## src/rtl/instr_fetch_queue.sv

```systemverilog
`default_nettype none
// ============================================================================
// Module      : instr_fetch_queue
// Description : Circular-buffer queue between the fetch and decode stages.
//               Each entry carries {PC, instruction word, exception flags}.
//               Head fields read as zero whenever no valid entry is shown.
// Revision    : 1.0 - initial release
// ----------------------------------------------------------------------------
// Parameters
//   DEPTH          number of entries, power of two in 2..16 (default 4)
// Optional build macro
//   IFQ_BYPASS_EN  when defined, an empty queue shows the fetch input
//                  directly at the head in the same cycle; if decode
//                  accepts it, it is consumed and never written.
// Ports
//   Clk            clock, rising edge
//   Clr_n          asynchronous active-low reset
//   flush          synchronous discard of all entries (wins over enq/deq)
//   I_valid/I_PC/I_Instr/I_exc   fetch-side entry presented this cycle
//   q_full         count == DEPTH, fetch must stall
//   q_almost_full  count >= DEPTH-1
//   D_ready        decode accepts the head entry
//   D_valid/D_PC/D_Instr/D_exc   head entry
//   q_count        number of occupied entries
// ============================================================================
module instr_fetch_queue #(
  parameter int DEPTH = 4
) (
  input  logic                       Clk,
  input  logic                       Clr_n,
  input  logic                       flush,
  input  logic                       I_valid,
  input  logic [31:0]                I_PC,
  input  logic [31:0]                I_Instr,
  input  logic [2:0]                 I_exc,
  output logic                       q_full,
  output logic                       q_almost_full,
  input  logic                       D_ready,
  output logic                       D_valid,
  output logic [31:0]                D_PC,
  output logic [31:0]                D_Instr,
  output logic [2:0]                 D_exc,
  output logic [$clog2(DEPTH):0]     q_count
);

  localparam int PW = $clog2(DEPTH);
  localparam int CW = PW + 1;
  localparam logic [CW-1:0] c_DEPTH    = CW'(DEPTH);
  localparam logic [CW-1:0] c_DEPTH_M1 = CW'(DEPTH - 1);

  // Entry storage; deliberately not reset.
  logic [31:0] r_pc_mem    [DEPTH];
  logic [31:0] r_instr_mem [DEPTH];
  logic [2:0]  r_exc_mem   [DEPTH];

  logic [PW-1:0] r_wptr;
  logic [PW-1:0] r_rptr;
  logic [CW-1:0] r_count;

  logic w_empty;
  logic w_full;
  logic w_enq;
  logic w_deq;

  assign w_empty       = (r_count == '0);
  assign w_full        = (r_count == c_DEPTH);
  assign q_full        = w_full;
  assign q_almost_full = (r_count >= c_DEPTH_M1);
  assign q_count       = r_count;

  // Dequeue only ever pops stored entries; a bypassed entry never occupies storage.
  assign w_deq = ~w_empty & D_ready & ~flush;

`ifdef IFQ_BYPASS_EN
  logic w_bypass;
  // Gated with Clr_n so the head reads invalid while reset is held.
  assign w_bypass = w_empty & I_valid & ~flush & Clr_n;
  assign w_enq    = I_valid & ~w_full & ~flush & ~(w_bypass & D_ready);
`else
  assign w_enq    = I_valid & ~w_full & ~flush;
`endif

  // Pointers and occupancy. DEPTH is a power of two, so natural
  // overflow of the PW-bit pointers gives the DEPTH-1 -> 0 wrap.
  always_ff @(posedge Clk or negedge Clr_n) begin
    if (!Clr_n) begin
      r_wptr  <= '0;
      r_rptr  <= '0;
      r_count <= '0;
    end else if (flush) begin
      r_wptr  <= '0;
      r_rptr  <= '0;
      r_count <= '0;
    end else begin
      if (w_enq) r_wptr <= r_wptr + 1'b1;
      if (w_deq) r_rptr <= r_rptr + 1'b1;
      case ({w_enq, w_deq})
        2'b10:   r_count <= r_count + 1'b1;
        2'b01:   r_count <= r_count - 1'b1;
        default: r_count <= r_count;
      endcase
    end
  end

  always_ff @(posedge Clk) begin
    if (w_enq) begin
      r_pc_mem[r_wptr]    <= I_PC;
      r_instr_mem[r_wptr] <= I_Instr;
      r_exc_mem[r_wptr]   <= I_exc;
    end
  end

  // Head presentation; all fields zero when nothing valid is shown.
  always_comb begin
    D_valid = 1'b0;
    D_PC    = '0;
    D_Instr = '0;
    D_exc   = '0;
    if (!w_empty) begin
      D_valid = 1'b1;
      D_PC    = r_pc_mem[r_rptr];
      D_Instr = r_instr_mem[r_rptr];
      D_exc   = r_exc_mem[r_rptr];
    end
`ifdef IFQ_BYPASS_EN
    else if (w_bypass) begin
      D_valid = 1'b1;
      D_PC    = I_PC;
      D_Instr = I_Instr;
      D_exc   = I_exc;
    end
`endif
  end

endmodule
`default_nettype wire

```

## config.mk

```make
export PLATFORM = sky130hd
export DESIGN_NAME = instr_fetch_queue
export DESIGN_NICKNAME = d
export VERILOG_FILES = /design/src/rtl/instr_fetch_queue.sv
export SDC_FILE = /design/constraint.sdc
export NUM_CORES = 1
export LEC_CHECK = 0
export ABC_AREA = 0
export BUFFER_PORTS_ARGS = -buffer_cell sky130_fd_sc_hd__buf_2
export CORE_ASPECT_RATIO = 1.75
export CORE_MARGIN = 4
export CORE_UTILIZATION = 33
export CTS_BUF_LIST = sky130_fd_sc_hd__clkbuf_2 sky130_fd_sc_hd__clkbuf_4 sky130_fd_sc_hd__clkbuf_8
export CTS_CLUSTER_DIAMETER = 60
export DETAILED_ROUTE_END_ITERATION = 12
export SETUP_SLACK_MARGIN = 0.15
export SYNTH_ARGS = -nofsm -noshare
export SYNTH_HDL_FRONTEND = slang
export SYNTH_SLANG_ARGS = --single-unit
```

## constraint.sdc

```tcl
create_clock -name Clk -period 4.6 [get_ports Clk]
set_input_delay 0.92 -clock Clk [delete_from_list [all_inputs] [get_ports Clk]]
set_output_delay 0.92 -clock Clk [all_outputs]
set_load 0.1 [all_outputs]
```

==> results.ini <==
[die]
die_h_um=245.8
num_rows=86
core_mm2=0.03174
io_pins=145
die_area_mm2=0.03536
die_w_um=143.9
initial_core_util=0.3358

[critical_path]
cp.arrival_ns=2.82
max_stage_delay_ns=0.76
crit_chain=or3_2 -> buf_4 -> and2_1 -> buf_2
cp-start-kind=flip-flop
reg2regPathDepth=7
cp_slowest_cell=or3_2
crit_path_max_fanout=50
worst_setup_path_end_kind=output port
crit_type=reg -> out
r2r_start=q_count[1]$_DFFE_PN0P_
r2r_setup_slack_ns=1.83
rr_endpoint=q_count[2]$_DFFE_PN0P_
worst-path-buf-inv=2
crit_required_ns=3.68
critical_path.top_delay_family=simple AND/OR/NAND/NOR gates

[layout]
nets=727
drive_gt1_frac=0.4206
finish.utilization=0.3983
area_growth_pct=18.59
final.fill_count=2844
final_cells=1078

[cts]
htreeDepth=2
cts_root_buffer=clkbuf_8
numCtsBuffers=40
cts_repair_resize_count=0
cts_tree=built
clock_latency_ns=0.55
post_cts_buffers=0
clockBufferDepth=3
cts_sinks=275
path_clk_slew_ns=0.06
hold_buffers=0

[synthesis]
ys_ff_latch=275
synth_area_mm2=0.01066
netlist_instances=489
synth_edf_count=268
synth.avg_cell_area_um2=21.80
synth_ff_type=edfxtp_1
synth_area_leader_cell=edfxtp_1
seq_area_frac_synth=0.7714
synth_area_leaders=edfxtp_1 (75%), mux4_2 (14%), and2_1 (4.2%)
ys_types=32
async_flop_share=0.02545
yosysWarnings=0
synth_top_area_frac=0.7549
synth_nets=566

[sta]
rsz0062_at_grt=no
tightest_slew_ns=1.099
fin_crit_sh=0.8134
drv_slew=0
setup_viol_count_final=0
max_freq_ghz=0.2673
period_minus_slack_ns=3.742
fin_skew_ns=0.02782
hold_viol=0
setup_tns_ns=0
slew_headroom=0.2676

[routing]
wire_per_inst_um=20.45
firstDrtPassIters=4
drt_wl_total_um=22050
vias_per_cell=4.812
antenna_left=0
num_vias=5187
drcViolationCount=0
first_iter_violations=233

[placed_design]
gp_congestion=0.7058
io_buffers=144
placed_cells=1004
dp_hpwl_um=13030

[pwr]
p_leak_nw=4.340
ir_worst_vdd_mv=0.2759
total_power_mw=6.222
p_per_area_mw_per_mm2=492.1

[run]
drv_cap=0

[global_routing]
grt_pass1_wl_um=33600
grt_usage=0.1264
grt_pass1_vias=5903
grt_overflow=0
grt_max_degree=69
antenna_found_initial=4

[worst_hold_path]
hp-class=in -> async

[outcome]
outcome=completed

-- final cells by class --
type                            instances  area, um^2  share of cell area
Tap cell                              396       495.5             0.03919
Clock buffer                           50       625.6             0.04949
Antenna cell                            2       5.005           0.0003959
Clock inverter                         22       240.2             0.01900
Multi-Input combinational cell        184        2282              0.1805
Inverter                                2       7.507           0.0005938
Timing Repair Buffer                  147       755.7             0.05978
Sequential cell                       275        8230              0.6510
-- synth_stat cells (2+ instances only) --
cell	instances
nand2_1	3
nand3_1	3
buf_2	10
clkbuf_1	14
nand2b_1	2
mux4_2	67
dfrtp_1	7
and2_1	72
a21o_1	2
buf_12	2
nor2_1	8
or3_1	2
nor2b_1	2
xor2_1	2
a21oi_1	2
xnor2_1	2
nor3_1	3
inv_1	2
edfxtp_1	268
ha_1	4
-- metrics by stage --
| step | hold slack (ns) | worst slack (ns) | instance area [um^2] |
|---|---|---|---|
| after global placement | 0.5599 | 1.477 | 11770 |
| after global routing | 0.1598 | 0.5806 | 12640 |
| after CTS | 0.1374 | 0.7471 | 12640 |
| final | 0.1945 | 0.8585 | 12640 |
| after detailed placement | 0.5979 | 1.380 | 11770 |
| after floorplan | 0.5420 | 0.4425 | 10660 |
-- where the power goes --
part	internal (mW)	switching, mW	total, mW
combinational	0.282	0.958	1.24
sequential	2.84	0.0435	2.88
clock	1.19	0.909	2.10
-- layer usage --
metal	up-vias	GRT usage	wire [um]
li1	2305	-	-
met1	2690	0.1305	7638
met2	137	0.2396	12600
met3	53	0.02802	1042
met4	2	0.05294	756
met5	-	0	12
-- kinds of logic (layout without fill, tap and decap cells) --
family / after synthesis / after routing / synth area share
mux: 68 / 68 / 0.1425
simple gates: 96 / 96 / 0.05317
fa+ha+maj: 5 / 5 / 0.006573
xor+xnor: 4 / 4 / 0.003287
other cells: 0 / 2 / 0
buf+inv: 30 / 221 / 0.01561
flops: 275 / 275 / 0.7714
compound gates: 11 / 11 / 0.007512
-- placed cells by master (no fill, tap or decap), types with 2 or more instances in the layout --
| cell | n |
|---|---|
| ha_1 | 4 |
| buf_2 | 144 |
| xnor2_1 | 2 |
| buf_4 | 2 |
| clkbuf_8 | 40 |
| inv_1 | 2 |
| and2_4 | 4 |
| edfxtp_1 | 268 |
| nand3_1 | 3 |
| nor2_1 | 8 |
| nand2_1 | 3 |
| clkinvlp_4 | 2 |
| clkinv_2 | 5 |
| mux4_2 | 67 |
| a21oi_1 | 2 |
| nor2b_1 | 2 |
| clkinv_1 | 8 |
| dfrtp_4 | 2 |
| and2_1 | 68 |
| bufinv_16 | 5 |
| clkbuf_4 | 10 |
| nor3_1 | 3 |
| diode_2 | 2 |
| xor2_1 | 2 |
| a21o_1 | 2 |
| dfrtp_1 | 5 |
| nand2b_1 | 2 |
-- flip-flops by register name, summed over array words and instances (netlist names) --
register and count:
r_instr_mem 128, r_pc_mem 128, r_exc_mem 12, q_count 3, r_rptr 2, r_wptr 2
-- how the worst max path moves through the flow --
stage                                      start    endpoint  slack, ns  cells past startpoint
after floorplan           q_count[0]$_DFFE_PN0P_    D_PC[22]       0.44                      4
after global placement    q_count[2]$_DFFE_PN0P_    D_PC[14]       1.48                      4
after detailed placement  q_count[2]$_DFFE_PN0P_  D_Instr[9]       1.38                      4
after CTS                 q_count[2]$_DFFE_PN0P_  D_Instr[9]       0.75                      4
after global routing      q_count[2]$_DFFE_PN0P_  D_Instr[9]       0.58                      4
final                     q_count[2]$_DFFE_PN0P_    D_PC[17]       0.86                      4
(Power assumes the default switching activity.)
